### config.mk
export PLATFORM = sky130hd
export DESIGN_NAME = fruit_dropper_flat
export DESIGN_NICKNAME = d
export VERILOG_FILES = /design/src/rtl/fruit_dropper_if.sv /design/src/rtl/fruit_dropper.sv /design/src/flat_wrapper.sv
export SDC_FILE = /design/constraint.sdc
export NUM_CORES = 1
export LEC_CHECK = 0
export BUFFER_PORTS_ARGS = -buffer_cell sky130_fd_sc_hd__buf_4
export CORE_ASPECT_RATIO = 1.1
export CORE_UTILIZATION = 45
export DETAILED_ROUTE_END_ITERATION = 6
export PLACE_DENSITY_LB_ADDON = 0.2
export SLEW_MARGIN = 30
export SYNTH_ARGS = -nofsm -noshare
export SYNTH_HDL_FRONTEND = slang
export SYNTH_SLANG_ARGS = --single-unit
### constraint.sdc
create_clock -name CLOCK_50 -period 4 [get_ports CLOCK_50]
set_input_delay 0.6 -clock CLOCK_50 [delete_from_list [all_inputs] [get_ports CLOCK_50]]
set_output_delay 0.6 -clock CLOCK_50 [all_outputs]
set_load 0.005 [all_outputs]
### src/rtl/fruit_dropper_if.sv
// Drawer handshake bundle for fruit_dropper.
// Carries the fruit position plus the req/ack draw handshake.
interface fruit_dropper_if;
  logic       DrawReq;
  logic       DrawAck;
  logic [3:0] FruitX;
  logic [3:0] FruitY;
  logic       FruitValid;

  modport master (
    output DrawReq, FruitX, FruitY, FruitValid,
    input  DrawAck
  );

  modport slave (
    input  DrawReq, FruitX, FruitY, FruitValid,
    output DrawAck
  );
endinterface

### src/rtl/fruit_dropper.sv
// fruit_dropper: spawns, drops and resolves one fruit at a time.
// Define FRUIT_SPEEDUP_EN to skip the spawn gap after four catches.
module fruit_dropper #(
  parameter int         LANES     = 8,
  parameter int         ROWS      = 15,
  parameter int         SPAWN_GAP = 2,
  parameter logic [7:0] LFSR_SEED = 8'h01
) (
  input  logic            CLOCK_50,
  input  logic            Reset,
  input  logic            GameActive,
  input  logic            DropTick,
  input  logic [3:0]      CharPos,
  output logic            Caught,
  output logic            Missed,
  fruit_dropper_if.master draw
);
  localparam int         LW   = $clog2(LANES);
  localparam int         GW   = $clog2(SPAWN_GAP + 1);
  localparam logic [3:0] LAST = 4'(ROWS - 1);

  typedef enum logic [2:0] {
    IDLE, GAP, SPAWN, DRAW, FALL, RESOLVE
  } state_t;

  state_t        state, state_n;
  logic [7:0]    lfsr;
  logic [GW-1:0] gap, gap_n;
  logic [3:0]    x, x_n;
  logic [3:0]    y, y_n;
  logic          valid, valid_n;
  logic          req, req_n;
  logic          pend, pend_n;
  logic          go_spawn;
  logic          resolving;

  assign resolving = GameActive && (state == RESOLVE);
  assign Caught    = resolving && (CharPos == x);
  assign Missed    = resolving && (CharPos != x);

`ifdef FRUIT_SPEEDUP_EN
  logic [2:0] catches, catches_n;

  always_comb begin
    catches_n = catches;
    if (!GameActive)
      catches_n = '0;
    else if (Caught && catches != 3'd7)
      catches_n = catches + 3'd1;
  end

  always_ff @(posedge CLOCK_50 or negedge Reset)
    if (!Reset) catches <= '0;
    else        catches <= catches_n;

  // Includes the catch being resolved this cycle.
  assign go_spawn = (catches_n >= 3'd4);
`else
  assign go_spawn = 1'b0;
`endif

  always_ff @(posedge CLOCK_50 or negedge Reset)
    if (!Reset)
      lfsr <= LFSR_SEED;
    else
      lfsr <= {1'b0, lfsr[7:1]} ^ (lfsr[0] ? 8'hB8 : 8'h00);

  always_comb begin
    state_n = state;
    gap_n   = gap;
    x_n     = x;
    y_n     = y;
    valid_n = valid;
    req_n   = req;
    pend_n  = pend;
    if (!GameActive) begin
      state_n = IDLE;
      valid_n = 1'b0;
      req_n   = 1'b0;
      pend_n  = 1'b0;
    end else begin
      unique case (state)
        IDLE: begin
          state_n = GAP;
          gap_n   = GW'(SPAWN_GAP);
        end
        GAP: if (DropTick) begin
          gap_n = gap - GW'(1);
          if (gap == GW'(1)) state_n = SPAWN;
        end
        SPAWN: begin
          x_n     = 4'(lfsr[LW-1:0]);
          y_n     = 4'd0;
          valid_n = 1'b1;
          req_n   = 1'b1;
          state_n = DRAW;
        end
        DRAW: begin
          if (DropTick) pend_n = 1'b1;
          if (draw.DrawAck) begin
            req_n   = 1'b0;
            state_n = FALL;
          end
        end
        FALL: if (DropTick || pend) begin
          pend_n = 1'b0;
          if (y == LAST) begin
            state_n = RESOLVE;
          end else begin
            y_n     = y + 4'd1;
            req_n   = 1'b1;
            state_n = DRAW;
          end
        end
        RESOLVE: begin
          valid_n = 1'b0;
          gap_n   = GW'(SPAWN_GAP);
          state_n = go_spawn ? SPAWN : GAP;
        end
        default: state_n = IDLE;
      endcase
    end
  end

  always_ff @(posedge CLOCK_50 or negedge Reset)
    if (!Reset) begin
      state <= IDLE;
      gap   <= '0;
      x     <= '0;
      y     <= '0;
      valid <= 1'b0;
      req   <= 1'b0;
      pend  <= 1'b0;
    end else begin
      state <= state_n;
      gap   <= gap_n;
      x     <= x_n;
      y     <= y_n;
      valid <= valid_n;
      req   <= req_n;
      pend  <= pend_n;
    end

  assign draw.FruitX     = x;
  assign draw.FruitY     = y;
  assign draw.FruitValid = valid;
  assign draw.DrawReq    = req;
endmodule
### src/flat_wrapper.sv
// flat-port wrapper written by rule: the top's interface ports become plain ports
module fruit_dropper_flat 
#(
  parameter int         LANES     = 8,
  parameter int         ROWS      = 15,
  parameter int         SPAWN_GAP = 2,
  parameter logic [7:0] LFSR_SEED = 8'h01
)
  (CLOCK_50, Reset, GameActive, DropTick, CharPos, Caught, Missed, draw_DrawReq, draw_FruitX, draw_FruitY, draw_FruitValid, draw_DrawAck);
  fruit_dropper_if draw_i ();
  input  logic CLOCK_50;
  input  logic Reset;
  input  logic GameActive;
  input  logic DropTick;
  input  logic [3:0] CharPos;
  output logic Caught;
  output logic Missed;
  output wire logic [$bits(draw_i.DrawReq)-1:0] draw_DrawReq;
  output wire logic [$bits(draw_i.FruitX)-1:0] draw_FruitX;
  output wire logic [$bits(draw_i.FruitY)-1:0] draw_FruitY;
  output wire logic [$bits(draw_i.FruitValid)-1:0] draw_FruitValid;
  input wire logic [$bits(draw_i.DrawAck)-1:0] draw_DrawAck;
  assign draw_DrawReq = draw_i.DrawReq;
  assign draw_FruitX = draw_i.FruitX;
  assign draw_FruitY = draw_i.FruitY;
  assign draw_FruitValid = draw_i.FruitValid;
  assign draw_i.DrawAck = draw_DrawAck;
  fruit_dropper #(.LANES(LANES), .ROWS(ROWS), .SPAWN_GAP(SPAWN_GAP), .LFSR_SEED(LFSR_SEED)) u_core (.CLOCK_50(CLOCK_50), .Reset(Reset), .GameActive(GameActive), .DropTick(DropTick), .CharPos(CharPos), .Caught(Caught), .Missed(Missed), .draw(draw_i));
endmodule
* Word-level counts from Yosys, hierarchy flattened *
Index checks and enable logic that the tools add are counted.

word-level totals
  flip-flop bits (word level) = 23
  output and inout port bits = 12

cells by class
  bitwise logic cells = 1
  muxes and demuxes = 24
  equality and inequality tests = 21
  add/subtract/negate cells = 2
  reductions and logical operators = 14

operators by type and width
  kind                                                                      count
  3-bit 2-to-1 mux                                                          6
  3-bit case mux with 5 select lines                                        1
  3-bit inequality test (second input constant)                             4
  4-bit AND reduction                                                       3
  1-bit 2-to-1 mux                                                          8
  4-bit 2-to-1 mux                                                          2
  8-bit 2-to-1 mux                                                          1
  4-bit case mux with 2 select lines                                        1
  7-bit by 8-bit bitwise XOR with 8-bit output                              1
  3-bit by 2-bit == test with 1-bit output (second input constant)          2
  3-bit == test (second input constant)                                     2
  3-bit by 1-bit inequality test with 1-bit output (second input constant)  2
  3-bit by 2-bit inequality test with 1-bit output (second input constant)  2
  3-bit AND reduction                                                       2
  4-bit by 1-bit adder with 4-bit output (second input constant)            1
  4-bit by 3-bit == test with 1-bit output                                  1
  4-bit == test (second input constant)                                     1
  2-bit inequality test (second input constant)                             2
  4-bit by 1-bit inequality test with 1-bit output (second input constant)  1
  4-bit by 3-bit inequality test with 1-bit output                          1
  1-bit case mux with 2 select lines                                        2
  2-bit case mux with 2 select lines                                        1
  2-bit nonzero test                                                        2
  3-bit by 1-bit == test with 1-bit output (second input constant)          1
  10 further kinds                                                          12

* Logic depth before layout (Yosys ltp) *
  depth in word-level cells = 5
  gate-level depth with buffers = 6
  gate-level depth less buffers = 6

* Least setup slack after synthesis *
OpenSTA, ideal clock, no wires.

  path kind = input to output
  start point = in CharPos[2]
  end point = out Missed
  arrival = 1.377 ns
  setup slack = 2.023 ns
  required time = 3.400 ns
  stages on the path = 3
  path through = xor2_1 or4_1 nor2b_1

between the ends
  cells in the longest elaborated chain, start to end = 2

RTL lines
  item                                              RTL line             text
  start, declared                                   flat_wrapper.sv:15   input logic [3:0] CharPos;
  4-bit by 3-bit inequality test with 1-bit output  fruit_dropper.sv:39  assign Missed = resolving && (CharPos != x);
  1-bit logical AND                                 fruit_dropper.sv:39
  end, declared                                     flat_wrapper.sv:17   output logic Missed;

No other way between the ends.

* Worst setup path after layout *
  start point = reg u_core.state[1]
  end point = out Missed

between the ends
  cells in the longest elaborated chain, start to end = 3

RTL lines
  item                    RTL line              text
  start, declared         fruit_dropper.sv:26   state_t state, state_n;
  start signal, assigned  fruit_dropper.sv:135  state <= state_n;
  3-bit == test           fruit_dropper.sv:37   assign resolving = GameActive && (state == RESOLVE);
  1-bit logical AND       fruit_dropper.sv:37
  1-bit logical AND       fruit_dropper.sv:39

No other way between the ends.

==> metrics.md <==
| Metric | Value |
|---|---|
| Run status | `finished, final reports clean` |
| Total grt overflow | `0` |
| FF-to-FF setup slack | `2160 ps` |
| Slew Viols, Final | `0` |
| Reg-to-reg endpoint | `u_core.draw.FruitX[2]$_DFFE_PN0P_` |
| Post-Syn Area | `1210 sq um` |
| Ys Warns | `0` |
| Worst Hold Class | `in -> async` |
| Wire length of the first global-routing pass | `3.64 mm` |
| Htree depth | `1` |
| Slowest stage delay, CP | `600 ps` |
| Sequential cell area | `577 sq um` |
| Share of cells above drive strength 1 | `0.279` |
| TNS Setup | `0 ps` |
| Reg2reg path depth | `3` |
| Reg2Reg Launch Point | `u_core.state[1]$_DFFE_PN0P_` |
| Clock Latency Late Sink | `310 ps` |
| DR pass1 iterations | `4` |
| # hold bufs at CTS | `0` |
| Worst Skew | `6.08 ps` |
| Multi-input logic area | `569 sq um` |
| Die area | `2890 sq um` |
| 1st-iter DRT viols | `15` |
| Net Count, Synth | `124` |
| WL/cell | `13.5 microns` |
| Fin crit share | `0.595` |
| CTS tree | `yes` |
| CTS Sinks | `23` |
| Peak fanout along the critical path | `17` |
| Setup Crit Path Kind | `reg -> out` |
| Post-synth top area cell | `dfrtp_1` |
| Post-CTS Setup Inserts | `0` |
| Final Instance Area | `1370 sq um` |
| Seq/Total Area, Yosys | `0.478` |
| # IOs | `21` |
| DRC Markers | `0` |
| Die H | `56.3 microns` |
| Chip Width | `51.4 microns` |
| Vias in the first global route | `793` |
| Max_cap viols | `0` |
| DRT Wirelength | `2.17 mm` |
| Static Leak | `0.702 nW` |
| DP Area | `1350 sq um` |
| Setup crit start kind | `flop` |
| Fin nets | `142` |
| Filler cells | `234` |
| Final cell utilization of the core | `0.545` |
| Slew headroom | `0.631` |
| Synth Flop Type | `dfrtp_1` |
| Top cells by count, synth | `22 x dfrtp_1, 9 x nor2_1, 8 x xor2_1, 6 x nand2_1, 6 x o21ai_0` |
| Post-synth top area share | `0.456` |
| Placement Rows | `19` |
| Post-Synthesis Cells | `112` |
| I/O Buffers | `19` |
| Post-synth EDFFs | `0` |
| Initial core utilization | `0.479` |
| Critical path buffers and inverters | `1` |
| Async set or reset register ratio after synthesis | `1.00` |
| CP Data Arrival Time | `1780 ps` |
| Cell family with most CP delay | `simple AND/OR/NAND/NOR gates` |
| Worst vdd ir | `0.000248 V` |
| RSZ-0062 raised after global routing | `false` |
| Synth Area per Inst | `10.8 sq um` |
| Worst slew pin tran | `554 ps` |
| Max Fclk | `420 MHz` |
| GPL Wtd Cong | `0.783` |
| Via Count | `839` |
| Critical Path RT | `3400 ps` |
| Critical Path Slowest Stage Cell | `dfrtp_1` |
| Top area cells in the synthesized netlist | `dfrtp_1 46%, xor2_1 5.8%, mux2_2 3.7%, mux2_4 3.7%, ha_1 3.1%` |
| Antenna-violating nets left | `0` |
| Diode count | `0` |
| Layout area overhead | `13.9%` |
| TritonCTS buffer count | `3` |
| Resize count post-CTS | `0` |
| Power, Total | `0.000619 W` |
| Clk buf depth | `2` |
| CTS Root Cell | `clkbuf_4` |
| Synth cell types | `35` |
| Most frequent cell after synthesis | `dfrtp_1` |
| Final worst path period need | `2380 ps` |
| Pin count of the biggest net entering global routing | `24` |
| GRT Total Usage | `0.166` |
| Final Hold Vio Count | `0` |
| Flops & latches, synth | `23` |
| Power Density | `450 nW/um^2` |
| CP endpoint kind | `primary output` |
| Vias per cell | `5.24` |
| DP HPWL | `1.52 mm` |
| Core Region | `2520 sq um` |
| Final setup viols | `0` |
| Worst-path cell chain | `nand2b_1, or3_1, nor2b_1, buf_4` |
| Initial antenna violation count | `0` |
| Register clock-pin slew on the reported worst setup and hold paths | `130 ps` |
-- cells in the final DEF, fill, tap and decap left out, drive strengths merged, types with 4 or more instances in the layout --
| cell type | netlist | routed |
|---|---|---|
| mux2 | 7 | 7 |
| nand2 | 6 | 6 |
| nor2 | 9 | 9 |
| inv | 5 | 5 |
| dfrtp | 22 | 22 |
| o21ai | 7 | 7 |
| xor2 | 8 | 8 |
| nand2b | 4 | 4 |
| nor2b | 5 | 5 |
| buf | 6 | 19 |
-- where the power goes --
part / switching [W] / internal [W] / total (W)
combinational: 0.0000904 / 0.000102 / 0.000193
sequential: 0.0000557 / 0.000264 / 0.000320
clock: 0.0000685 / 0.0000373 / 0.000106
-- final cells by class --
class                           count  share of cell area
Tap cell                           31              0.0282
Multi-Input combinational cell     78               0.414
Clock inverter                      1             0.00364
Sequential cell                    23               0.420
Timing Repair Buffer               19               0.104
Inverter                            5              0.0137
Clock buffer                        3              0.0164
-- kinds of logic (layout without fill, tap and decap cells) --
| family | Yosys count | count (layout) | synth area share |
|---|---|---|---|
| AND/OR/NAND/NOR | 37 | 37 | 0.169 |
| AO/OA/AOI/OAI | 19 | 19 | 0.111 |
| other | 1 | 1 | 0.00311 |
| buffers and inverters | 11 | 28 | 0.0498 |
| multiplexers | 10 | 10 | 0.0996 |
| flip-flops | 23 | 23 | 0.478 |
| adder cells (fa/ha/maj) | 3 | 3 | 0.0311 |
| XOR/XNOR | 8 | 8 | 0.0581 |
-- per-stage QoR --
stage | worst slack, ps | cells | hold WS [ps]
floorplan | 2020 | 112 | 304
global placement | 1790 | 156 | 333
detailed placement | 1770 | 156 | 337
CTS | 1630 | 160 | 160
global route | 1530 | 160 | 153
finish | 1620 | 160 | 155
-- layer usage --
metal  up-vias  routed length [microns]  GRT usage
met5         -                        0          0
met4         0                       28     0.0579
met3         4                       48     0.0244
met2        11                     1030      0.249
met1       400                     1060      0.243
li1        424                        -          -
-- flip-flops by register name (all words and copies together) (netlist names) --
register / count
u_core.gap: 2
u_core.draw.FruitY: 4
u_core.draw.FruitX: 3
u_core.draw.DrawReq: 1
u_core.draw.FruitValid: 1
u_core.pend: 1
u_core.state: 3
u_core.lfsr: 8
-- worst max-delay path by stage --
stage | startpoint | end | slack (ps) | cells after the start
after floorplan | CharPos[2] | Missed | 2020 | 3
after global placement | CharPos[2] | Missed | 1790 | 5
after detailed placement | CharPos[2] | Missed | 1770 | 5
after CTS | u_core.state[1]$_DFFE_PN0P_ | Missed | 1630 | 4
after global routing | u_core.state[1]$_DFFE_PN0P_ | Missed | 1530 | 4
final | u_core.state[1]$_DFFE_PN0P_ | Missed | 1620 | 4
(Power assumes the default switching activity.)
